==> config.mk <==
export PLATFORM = sky130hd
export DESIGN_NAME = if_prefetch_buf
export DESIGN_NICKNAME = d
export VERILOG_FILES = /design/src/rtl/if_pkg.sv /design/src/rtl/if_fifo.sv /design/src/rtl/if_prefetch_buf.sv
export SDC_FILE = /design/constraint.sdc
export NUM_CORES = 1
export LEC_CHECK = 0
export CAP_MARGIN = 20
export CELL_PAD_IN_SITES_DETAIL_PLACEMENT = 0
export CELL_PAD_IN_SITES_GLOBAL_PLACEMENT = 1
export CORE_MARGIN = 2
export CORE_UTILIZATION = 29
export CTS_CLUSTER_DIAMETER = 40
export DETAILED_ROUTE_END_ITERATION = 8
export HOLD_SLACK_MARGIN = 0.15
export PLACE_DENSITY = 0.52
export SLEW_MARGIN = 20
export SYNTH_ARGS = -nofsm -noshare
export SYNTH_HDL_FRONTEND = slang
export SYNTH_SLANG_ARGS = --single-unit
export TNS_END_PERCENT = 1
==> constraint.sdc <==
create_clock -name clk -period 4.5 [get_ports clk]
set_clock_uncertainty 0.1 [all_clocks]
set_input_delay 0.675 -clock clk [delete_from_list [all_inputs] [get_ports clk]]
set_output_delay 0.675 -clock clk [all_outputs]
set_load 0.05 [all_outputs]
==> src/rtl/if_pkg.sv <==
// Shared constants and types for the instruction-fetch prefetch stage.
package if_pkg;

  localparam int unsigned IF_ADDR_W = 32;
  localparam int unsigned IF_INST_W = 32;

  // Canonical no-op (addi x0, x0, 0) shown while no real instruction is available.
  localparam logic [IF_INST_W-1:0] INST_NOP      = 32'h0000_0013;
  localparam logic [IF_ADDR_W-1:0] IF_RESET_ADDR = 32'h0000_0000;

  // One buffered fetch result, address in the upper field.
  typedef struct packed {
    logic [IF_ADDR_W-1:0] addr;
    logic [IF_INST_W-1:0] inst;
  } if_entry_t;

endpackage : if_pkg

==> src/rtl/if_fifo.sv <==
// Single-clock FIFO holding fetched {addr, inst} entries; flush overrides push/pop.
module if_fifo #(
  parameter int unsigned WIDTH = 64,
  parameter int unsigned DEPTH = 4
) (
  input  logic                       clk,
  input  logic                       rst,
  input  logic                       push,
  input  logic                       pop,
  input  logic                       flush,
  input  logic [WIDTH-1:0]           wdata,
  output logic [WIDTH-1:0]           rdata,
  output logic                       full,
  output logic                       empty,
  output logic [$clog2(DEPTH):0]     count
);

  localparam int unsigned AW = $clog2(DEPTH);
  localparam int unsigned CW = AW + 1;

  logic [AW-1:0]    wr_ptr_q;
  logic [AW-1:0]    rd_ptr_q;
  logic [CW-1:0]    count_q;
  logic [WIDTH-1:0] mem_q [DEPTH];
  logic             do_push;
  logic             do_pop;

  assign full    = (count_q == CW'(DEPTH));
  assign empty   = (count_q == '0);
  assign count   = count_q;
  assign rdata   = mem_q[rd_ptr_q];
  assign do_push = push && !full;
  assign do_pop  = pop && !empty;

  // Pointer and occupancy bookkeeping; pointers wrap naturally since DEPTH is a power of two.
  always_ff @(posedge clk or posedge rst) begin
    if (rst) begin
      wr_ptr_q <= '0;
      rd_ptr_q <= '0;
      count_q  <= '0;
    end else if (flush) begin
      wr_ptr_q <= '0;
      rd_ptr_q <= '0;
      count_q  <= '0;
    end else begin
      if (do_push) wr_ptr_q <= wr_ptr_q + AW'(1);
      if (do_pop)  rd_ptr_q <= rd_ptr_q + AW'(1);
      count_q <= count_q + CW'(do_push) - CW'(do_pop);
    end
  end

  // Storage carries no reset; contents are only observed through count.
  always_ff @(posedge clk) begin
    if (do_push && !flush) mem_q[wr_ptr_q] <= wdata;
  end

  always_ff @(posedge clk) begin
    if (!rst && !flush) begin
      assert (!(push && full))  else $error("if_fifo: push while full ignored");
      assert (!(pop && empty))  else $error("if_fifo: pop while empty ignored");
    end
  end

endmodule : if_fifo

==> src/rtl/if_prefetch_buf.sv <==
// Fetch stage: credit-limited sequential ROM fetch with a hold-tolerant prefetch FIFO.
// Optional macro IF_BYPASS_EN lets a return load the output register directly when the FIFO is idle.
module if_prefetch_buf
  import if_pkg::*;
#(
  parameter int unsigned       ADDR_W     = IF_ADDR_W,
  parameter int unsigned       INST_W     = IF_INST_W,
  parameter int unsigned       ROM_LAT    = 2,
  parameter int unsigned       DEPTH      = 4,
  parameter logic [ADDR_W-1:0] RESET_ADDR = ADDR_W'(IF_RESET_ADDR)
) (
  input  logic              clk,
  input  logic              rst,
  input  logic              jump_en_i,
  input  logic [ADDR_W-1:0] jump_addr_i,
  input  logic              hold_flag_i,
  output logic [ADDR_W-1:0] rom_addr_o,
  input  logic [INST_W-1:0] rom_inst_i,
  output logic [INST_W-1:0] inst_o,
  output logic [ADDR_W-1:0] inst_addr_o,
  output logic              inst_valid_o
);

  localparam int unsigned EW = ADDR_W + INST_W;
  localparam int unsigned CW = $clog2(DEPTH) + 1;
  localparam int unsigned IW = $clog2(ROM_LAT + 1);
  localparam int unsigned SW = CW + IW;
  localparam logic [INST_W-1:0] NOP = INST_W'(INST_NOP);

  logic [ADDR_W-1:0]  pc_q;
  logic [ROM_LAT-1:0] pipe_vld_q;
  logic [ADDR_W-1:0]  pipe_addr_q [ROM_LAT];
  logic [IW-1:0]      inflight;
  logic               issue;

  logic               tail_vld;
  logic [ADDR_W-1:0]  tail_addr;
  logic               bypass;

  logic               fifo_push;
  logic               fifo_pop;
  logic               fifo_full;
  logic               fifo_empty;
  logic [CW-1:0]      fifo_count;
  logic [EW-1:0]      fifo_wdata;
  logic [EW-1:0]      fifo_rdata;

  logic [INST_W-1:0]  inst_q;
  logic [INST_W-1:0]  inst_d;
  logic [ADDR_W-1:0]  addr_q;
  logic [ADDR_W-1:0]  addr_d;
  logic               valid_q;
  logic               valid_d;

  assign rom_addr_o = pc_q;

  // Requests in flight: every valid tracking stage owns a future FIFO slot.
  always_comb begin
    inflight = '0;
    for (int i = 0; i < int'(ROM_LAT); i++) begin
      inflight = inflight + IW'(pipe_vld_q[i]);
    end
  end

  assign issue = ((SW'(inflight) + SW'(fifo_count)) < SW'(DEPTH)) && !jump_en_i;

  always_ff @(posedge clk or posedge rst) begin
    if (rst)              pc_q <= RESET_ADDR;
    else if (jump_en_i)   pc_q <= jump_addr_i;
    else if (issue)       pc_q <= pc_q + ADDR_W'(4);
  end

  // Tracking pipe valid bits mirror the ROM latency; a jump kills every stage.
  always_ff @(posedge clk or posedge rst) begin
    if (rst) begin
      pipe_vld_q <= '0;
    end else if (jump_en_i) begin
      pipe_vld_q <= '0;
    end else begin
      pipe_vld_q[0] <= issue;
      for (int i = 1; i < int'(ROM_LAT); i++) begin
        pipe_vld_q[i] <= pipe_vld_q[i-1];
      end
    end
  end

  // Address side of the tracking pipe needs no reset; it is qualified by the valid bits.
  always_ff @(posedge clk) begin
    pipe_addr_q[0] <= pc_q;
    for (int i = 1; i < int'(ROM_LAT); i++) begin
      pipe_addr_q[i] <= pipe_addr_q[i-1];
    end
  end

  assign tail_vld  = pipe_vld_q[ROM_LAT-1];
  assign tail_addr = pipe_addr_q[ROM_LAT-1];

`ifdef IF_BYPASS_EN
  assign bypass = tail_vld && fifo_empty && !hold_flag_i && !jump_en_i;
`else
  assign bypass = 1'b0;
`endif

  assign fifo_push  = tail_vld && !bypass && !jump_en_i;
  assign fifo_pop   = !hold_flag_i && !fifo_empty && !jump_en_i;
  assign fifo_wdata = {tail_addr, rom_inst_i};

  if_fifo #(
    .WIDTH (EW),
    .DEPTH (DEPTH)
  ) u_fifo (
    .clk   (clk),
    .rst   (rst),
    .push  (fifo_push),
    .pop   (fifo_pop),
    .flush (jump_en_i),
    .wdata (fifo_wdata),
    .rdata (fifo_rdata),
    .full  (fifo_full),
    .empty (fifo_empty),
    .count (fifo_count)
  );

  // Output register next value: jump clears, hold freezes, otherwise head (or bypass) or a bubble.
  always_comb begin
    inst_d  = inst_q;
    addr_d  = addr_q;
    valid_d = valid_q;
    if (jump_en_i) begin
      inst_d  = NOP;
      addr_d  = '0;
      valid_d = 1'b0;
    end else if (!hold_flag_i) begin
      if (!fifo_empty) begin
        inst_d  = fifo_rdata[INST_W-1:0];
        addr_d  = fifo_rdata[EW-1:INST_W];
        valid_d = 1'b1;
      end else if (bypass) begin
        inst_d  = rom_inst_i;
        addr_d  = tail_addr;
        valid_d = 1'b1;
      end else begin
        inst_d  = NOP;
        valid_d = 1'b0;
      end
    end
  end

  always_ff @(posedge clk or posedge rst) begin
    if (rst) begin
      inst_q  <= NOP;
      addr_q  <= '0;
      valid_q <= 1'b0;
    end else begin
      inst_q  <= inst_d;
      addr_q  <= addr_d;
      valid_q <= valid_d;
    end
  end

  assign inst_o       = inst_q;
  assign inst_addr_o  = addr_q;
  assign inst_valid_o = valid_q;

  always_ff @(posedge clk) begin
    if (!rst) begin
      assert (!(fifo_push && fifo_full))
        else $error("if_prefetch_buf: ROM return with prefetch buffer full");
      assert (!jump_en_i || (jump_addr_i[1:0] == 2'b00))
        else $error("if_prefetch_buf: unaligned jump target");
    end
  end

endmodule : if_prefetch_buf
Yosys cells after proc, flatten, opt, wreduce, memory -nomap -nowiden --
Memories as Yosys holds them, arrays and structs flattened. Index checks and enable logic that the tools add are counted.
Operators by class: order comparisons 1, muxes and demuxes 19, equality and inequality tests 3, reductions and logical operators 16, add/subtract/negate cells 7
Operators with widths (number):
- 32-bit 2-to-1 mux | 8
- 32-bit by 3-bit adder with 32-bit output (second input constant) | 1
- 2-bit 2-to-1 mux | 5
- 1-bit logical AND | 7
- 2-bit nonzero test | 3
- 1-bit 2-to-1 mux | 5
- 2-bit by 1-bit adder with 2-bit output (second input constant) | 2
- 2-bit by 3-bit adder with 4-bit output | 1
- 1-bit zero test | 4
- 4-bit by 3-bit less-than comparator with 1-bit output (second input constant) | 1
- 2-bit != test (second input constant) | 2
- 3-bit by 1-bit adder with 3-bit output | 1
- 3-bit equality test (second input constant) | 1
- 3-bit zero test | 1
- 3-bit 2-to-1 mux | 1
- 3-bit by 1-bit subtractor with 3-bit output | 1
- 1-bit by 1-bit adder with 2-bit output | 1
- 2-bit AND reduction | 1
Storage, ports and cells: output and inout port bits 97, bits in writable memories 320, word-level logic and storage cells 56, input bits 68, register bits after elaboration 106, memories 2
Memories:
- u_fifo.mem_q | depth 4, width 64, read ports 1, clocked after Yosys merged registers in 0, wr ports 1, RTL line if_fifo.sv:24 | logic [WIDTH-1:0] mem_q [DEPTH];
- pipe_addr_q | depth 2, width 32, read ports 2, clocked after Yosys merged registers in 0, wr ports 2, RTL line if_prefetch_buf.sv:32 | logic [ADDR_W-1:0] pipe_addr_q [ROM_LAT];

Longest topological paths before layout --
Gate-level depths: netlist of run 1.
depth in word-level cells 7, mapped depth 12, depth with buffers taken out 10

By module --
Synthesis of run 1 repeated with hierarchy kept, for this count alone.
Second synthesis, totals: cell total of the unflattened synthesis 796, area total of the unflattened synthesis 15107.0 sq um
By module, submodules not included:
- if_fifo | seq. area each 7862.5 sq um, area each 9693.0 sq um, cells each 383, times used 1
- if_prefetch_buf | seq. area each 3762.4 sq um, area each 5413.9 sq um, cells each 413, times used 1

Least setup slack after synthesis of run 1 --
No wires, ideal clock.
path type in2reg, start input jump_en_i, end memory u_fifo.mem_q[0][0], enable pin, data required time 3.971 ns, slack 1.360 ns, buffers on the path 1, stages 3, arrival time 2.611 ns, setup time 0.429 ns, cells stage by stage clkbuf_1 > nor2_1 > and2_1
On the way: cells in the longest elaborated chain, start to end 6
Ends and longest elaborated chain:
- start, declared | RTL line if_prefetch_buf.sv:14 | input logic jump_en_i,
- 1-bit zero test * | RTL line if_fifo.sv:54, if_prefetch_buf.sv:104
- 1-bit logical AND | RTL line if_prefetch_buf.sv:104 | assign fifo_push = tail_vld && !bypass && !jump_en_i;
- 1-bit logical AND | RTL line if_fifo.sv:32 | assign do_push = push && !full;
- 1-bit logical AND * | RTL line if_fifo.sv:54 | if (do_push && !flush) mem_q[wr_ptr_q] <= wdata;
- 1-bit 2-to-1 mux * | RTL line if_fifo.sv:54
- 1-bit 2-to-1 mux (not written as such) * | RTL line if_fifo.sv:54
- end, declared | RTL line if_fifo.sv:24
Every way passes the cells marked *; elsewhere a longest branch is shown, timed or not.

Worst setup path in the final report of run 1 --
start register pc_q[13] (netlist: rom_addr_o[13]), end output rom_addr_o[13]
RTL lines:
- start, declared | RTL line if_prefetch_buf.sv:30 | logic [ADDR_W-1:0] pc_q;
- start signal, assigned | RTL line if_prefetch_buf.sv:69 | else if (jump_en_i) pc_q <= jump_addr_i;
- start signal, assigned | RTL line if_prefetch_buf.sv:70 | else if (issue) pc_q <= pc_q + ADDR_W'(4);
- end, declared | RTL line if_prefetch_buf.sv:17 | output logic [ADDR_W-1:0] rom_addr_o,
No word-level cell between the ends.

==> results of run 1 <==
==> cell usage in the layout, fill, tap and decap left out, drive strengths merged, types with 6 or more instances in the layout <==
master	Yosys	routed
edfxtp	256	256
clkdlybuf4s50	0	163
dfrtp	103	103
nand2	98	98
clkbuf	33	82
mux4	64	64
dfxtp	64	64
a21oi	35	35
a22o	29	29
inv	11	26
nor2	24	24
o21ai	20	20
xnor2	19	19
clkinv	0	18
nand3	16	16
buf	10	15
nor4	10	10
clkinvlp	0	10
ha	9	9
and2	8	8
bufinv	0	7
nand4	7	7
or3	6	6
a31oi	6	6
a2111oi	6	6
==> area by class of cell <==
class                      instances  area [µm²]  share of cell area
tap                              688         861              0.0423
sequential                       426       11600               0.572
inverter                          11        46.3             0.00228
clock buffer                      82        1930              0.0950
multi-input combinational        403        3540               0.174
timing repair buffer             178        1780              0.0876
clock inverter                    50         542              0.0266
==> registers in the layout, summed over array words and instances, names as in the netlist, 3 cells and up <==
register / count
u_fifo.mem_q: 256
inst_addr_o: 32
inst_o: 32
u_fifo.count: 3
pipe_addr_q: 64
rom_addr_o: 32
==> power breakdown <==
group | switching, mW | internal, mW | total (mW)
Sequential | 0.312 | 4.51 | 4.82
Clock | 1.95 | 3.54 | 5.49
Combinational | 1.24 | 0.840 | 2.08
Total | 3.50 | 8.88 | 12.4
==> per-layer routing <==
metal | vias up | wire (µm) | global-route usage
li1 | 3852 | - | -
met1 | 4195 | 16500 | 0.182
met2 | 212 | 17200 | 0.218
met3 | 65 | 2110 | 0.0367
met4 | 2 | 782 | 0.0508
met5 | - | 16 | 0
==> worst reg2reg max path: cells and delay by family (launching register included) <==
family / cells / cell delay, ps
flip-flops: 1 / 450
adder cells (fa/ha/maj): 1 / 240
AO/OA/AOI/OAI: 2 / 560
AND/OR/NAND/NOR: 3 / 1240
==> worst min path at each step <==
stage               slack (ps)  depth (start not counted)               start            endpoint
floorplan                  210                          0   pipe_addr_q[0][0]  pipe_addr_q[0][32]
global placement           210                          0  pipe_addr_q[0][22]  pipe_addr_q[0][54]
detailed placement         210                          0   pipe_addr_q[0][4]  pipe_addr_q[0][36]
CTS                        220                          0   pipe_addr_q[0][4]  pipe_addr_q[0][36]
global route               210                          0  pipe_addr_q[0][18]  pipe_addr_q[0][50]
finish                     220                          0  pipe_addr_q[0][18]  pipe_addr_q[0][50]
==> per-stage QoR <==
stage | hold WS (ps) | utilization | area [µm²] | setup slack [ps] | power [mW]
floorplan | 210 | - | 15300 | 941 | 6.23
global placement | 210 | 0.340 | 17800 | 1570 | 7.03
detailed placement | 212 | 0.340 | 17800 | 1570 | 7.03
CTS | 218 | 0.387 | 20300 | 1680 | 12.6
global route | 215 | 0.388 | 20300 | 1640 | 12.9
finish | 216 | 0.388 | 20300 | 1720 | 12.4
==> cells by family after synthesis <==
logic type      after synthesis  share of synthesized area
simple gates                192                     0.0594
mux                          69                     0.0975
fa+ha+maj                    10                    0.00864
xor+xnor                     21                     0.0120
flops                       426                      0.758
compound gates              111                     0.0509
buf+inv                      54                     0.0139
==> flow_summary.yaml, run 1 <==
synth:
  synth.most_common_cell: "edfxtp_1"
  ys.flop_type: "edfxtp_1"
  synth_top_area_frac: 0.501
  synth_top_area_cell: "edfxtp_1"
  synth_area_leaders: "edfxtp_1 (50%), dfrtp_1 (17%), mux4_2 (9.4%)"
  avgSynthCellArea_um2: 17.4
  synth_commonest_cells: "edfxtp_1 (256), dfrtp_1 (103), nand2_1 (98)"
  yosysUniqueCellTypes: 53
  async_flop_share: 0.249
  yosysWarnings: 0
  synth_fp_nets: 961
  netlist_instances: 883
  synth_edf_count: 256
  seq_area_frac_synth: 0.758
  ys_ff_latch: 426
  syn-cell-area_um2: 15300
floorplanning:
  rows: 84
  ios: 165
  die_h_um: 234
  die_x_um: 234
  start_util: 0.293
  die_area_um2: 54800
  coreArea_um2: 52400
drt:
  wl_um: 36600
  via_count: 8326
  drtIter0Drc: 423
  avgViaCountPerCell: 4.53
  antenna_left: 0
  detail_route.wl_per_cell_um: 19.9
  firstDrtPassIters: 4
  post-route-drc-count: 0
critical_path:
  r2r_cells: 6
  cpPeakStageDelay_ps: 910
  path_delay_family: "buffers and inverters"
  r2r-start: "u_fifo.count[1]"
  end_kind: "output pin"
  crit_required_ps: 3720
  crit_fanout: 6
  worstSetupStartpointType: "flip-flop"
  crit_cells: 1
  crit_start: "rom_addr_o[13]"
  r2r-end: "rom_addr_o[14]"
  arrival_ps: 2000
  crit_end: "rom_addr_o[13]"
  worst-path-buf-inv: 1
  path_class: "reg2out"
  crit_chain: "clkdlybuf4s50_1"
  cp_slowest_cell: "clkdlybuf4s50_1"
  r2r_setup_slack_ps: 1820
clock_network:
  htree_levels: 3
  worstSkewPairLatency_ps: 590
  cts_buffer_depth: 3
  postCtsHoldBufs: 0
  cts_tree: "yes"
  postCtsSetupBuffers: 0
  clk_pin_slew_ps: 60
  numCtsBuffers: 72
  cts-root-buf: "clkbuf_16"
  cts_num_sinks: 426
  cts_resized: 0
pwr:
  power.density_nw_per_um2: 609
  p_leak_nw: 7.12
  peakVddDrop_uv: 257
global_route:
  grt_overflow_total: 0
  grtUsageTotal: 0.138
  grt_pass1_vias: 8912
  grt_max_degree: 91
  antenna_found_initial: 1
  grt_pass1_wl_um: 55800
timing:
  setup_viol: 0
  slew_headroom: 0.360
  period_needed_ps: 2780
  finalCritPeriodShare: 0.617
  grt_setup_unrepaired: "no"
  maxClockFrequency_mhz: 360
  final.setup.tns_ps: 0
  maxSlewViolCount: 0
  hold_viol: 0
  tightest_slew_ps: 959
final_layout:
  fillers: 4854
  layout.nets: 1170
  area_delta_synth_final_pct: 32.5
  drive_above_1_share: 0.202
  final_cells: 1838
  diodes: 0
placed_design:
  gp_congestion: 0.734
  dp_hpwl_um: 21900
  place_inst: 1705
  portBuffers: 164
flow_run:
  maxCapViolCount: 0
status:
  status: "finished, final reports clean"
min_path:
  hold_path_class: "reg2reg"
Note: power is estimated with default switching activity, not from simulation.
==> run 2, diff against run 1 <==
- PLACE_DENSITY: 0.52 -> 0.53
- clock period: 4.5 -> 2.5 ns (I/O delays scaled with it)
==> run 2 against run 1 <==
First-iteration DRC count increased by 3.1%. Die area unchanged. Routed wire length increased by 1.3%. Total power increased by 82%. Sequential power increased by 76%. Clock power increased by 80%. Register-to-register slack got worse by 1700 ps. Count of clock-buffer cells in the layout increased by 1. Critical path type unchanged. Critical endpoint is now inst_o[0].
==> flow_summary.yaml, run 2 (synthesis gave the netlist of run 1 again) <==
timing:
  layout_setup_ws_ps: 67.2
  grt_setup_unrepaired: "yes"
  tightest_slew_ps: 614
  finalCritPeriodShare: 0.973
  timing.hold.ws_ps: 223
  maxClockFrequency_mhz: 411
  period_needed_ps: 2430
  hold_viol: 0
  maxSlewViolCount: 0
  slew_headroom: 0.588
  setup_viol: 0
  final.setup.tns_ps: 0
final_layout:
  final_cells: 1886
  drive_above_1_share: 0.230
  fillers: 4797
  largest-register: "u_fifo.mem_q"
  mostFrequentLayoutCells: "edfxtp_1 (256), clkdlybuf4s50_1 (159), dfrtp_1 (101)"
  area_delta_synth_final_pct: 36.1
  layout.nets: 1216
  layout_commonest_cell: "edfxtp_1"
  reg_top3: "u_fifo.mem_q: 256 flops, pipe_addr_q: 64 flops"
  largest_reg_flops: 256
critical_path:
  cp_slowest_cell: "clkdlybuf4s50_1"
  cpPeakStageDelay_ps: 820
  crit_required_ps: 2030
  crit_fanout: 2
  path_class: "reg2out"
  crit_cells: 1
  worst-path-buf-inv: 1
  r2r_cells: 7
  end_kind: "output pin"
  path_delay_family: "buffers and inverters"
  arrival_ps: 1960
  crit_chain: "clkdlybuf4s50_1"
  worstSetupStartpointType: "flip-flop"
global_route:
  grtUsageTotal: 0.139
  grt_pass1_vias: 9217
  antenna_found_initial: 1
  grt_pass1_wl_um: 56600
  grt_overflow_total: 0
  grt_max_degree: 54
clock_network:
  cts-root-buf: "clkbuf_16"
  worstSkewPairLatency_ps: 590
  clk_pin_slew_ps: 50
  cts_tree: "yes"
  cts_buffer_depth: 3
  postCtsSetupBuffers: 0
  htree_levels: 3
  cts_num_sinks: 426
  numCtsBuffers: 71
floorplanning:
  die_x_um: 234
  rows: 84
  start_util: 0.293
  die_h_um: 234
  ios: 165
  coreArea_um2: 52400
  die_area_um2: 54800
placed_design:
  gp_congestion: 0.771
  place_inst: 1751
  portBuffers: 164
  dp_hpwl_um: 23300
  pre_cts_ws_ps: -24.6
pwr:
  p_comb_frac: 0.186
  power.density_nw_per_um2: 1080
  swShare: 0.282
  power_switching_mw: 6.36
  p_total_mw: 22.5
  p_leak_nw: 7.41
  power.internal_mw: 16.2
  power_frac_seq: 0.376
  peakVddDrop_uv: 534
  clkPwrFrac: 0.438
drt:
  via_count: 8605
  wl_um: 37100
  firstDrtPassIters: 4
  drtIter0Drc: 436
  post-route-drc-count: 0
  antenna_left: 0
  avgViaCountPerCell: 4.56
  detail_route.wl_per_cell_um: 19.7
status:
  status: "finished, final reports clean"
flow_run:
  maxCapViolCount: 0
min_path:
  hold_path_class: "reg2reg"
  whs_path_depth: 0
==> run 2: stage by stage <==
step                instance area, µm²   util
global placement                 18300  0.350
floorplan                        15300      -
global route                     20900  0.398
detailed placement               18300  0.350
CTS                              20800  0.397
finish                           20900  0.398
==> run 2: repair_timing <==
| item | CTS | global route |
|---|---|---|
| endpoints found under the hold margin | 12 | 0 |
| resized for setup | 2 | 9 |
| hold buffers | 2 | 0 |
| endpoints found under the setup margin | 2 | 8 |
| cloned | 0 | 0 |
==> run 2: power by group through the flow <==
stage | Combinational [mW] | Sequential [mW] | Clock [mW]
after floorplan | 1.78 | 9.44 | 0
after global placement | 4.25 | 8.59 | 0
after detailed placement | 4.26 | 8.61 | 0
after CTS | 4.28 | 8.48 | 10.2
after global routing | 4.51 | 8.54 | 10.5
final | 4.19 | 8.47 | 9.88
==> run 2: worst reg2reg max path: cells and delay by family, from the launching register on <==
family	cells	cell delay [ps]
AND/OR/NAND/NOR	2	610
adder cells (fa/ha/maj)	1	310
flip-flops	1	420
buffers and inverters	2	460
AO/OA/AOI/OAI	2	390
==> run 2: worst paths after layout <==
path,startpoint,to,slack (ps)
max in group asynchronous,rst,inst_o[4],1010
min reg2reg,pipe_addr_q[0][24],pipe_addr_q[0][56],220
max reg2reg,u_fifo.count[0],rom_addr_o[17],90
min,pipe_addr_q[0][24],pipe_addr_q[0][56],220
max,inst_o[0],inst_o[0],70
min in group asynchronous,rst,inst_o[18],680
==> run 2: layout make-up <==
| class | instances | area, µm² | share of cell area |
|---|---|---|---|
| sequential | 426 | 11600 | 0.557 |
| multi-input combinational | 403 | 3570 | 0.171 |
| timing repair buffer | 225 | 2310 | 0.111 |
| clock buffer | 83 | 1860 | 0.0892 |
| tap | 688 | 861 | 0.0412 |
| clock inverter | 49 | 597 | 0.0286 |
| inverter | 11 | 45.0 | 0.00216 |
| antenna | 1 | 2.50 | 0.000120 |
==> run 2: per-layer routing <==
| metal | part of all wire | routed length (µm) | GRT usage |
|---|---|---|---|
| met5 | 0 | 0 | 0 |
| met4 | 0.020 | 727 | 0.0532 |
| met1 | 0.45 | 16700 | 0.184 |
| met2 | 0.47 | 17400 | 0.221 |
| met3 | 0.061 | 2280 | 0.0355 |
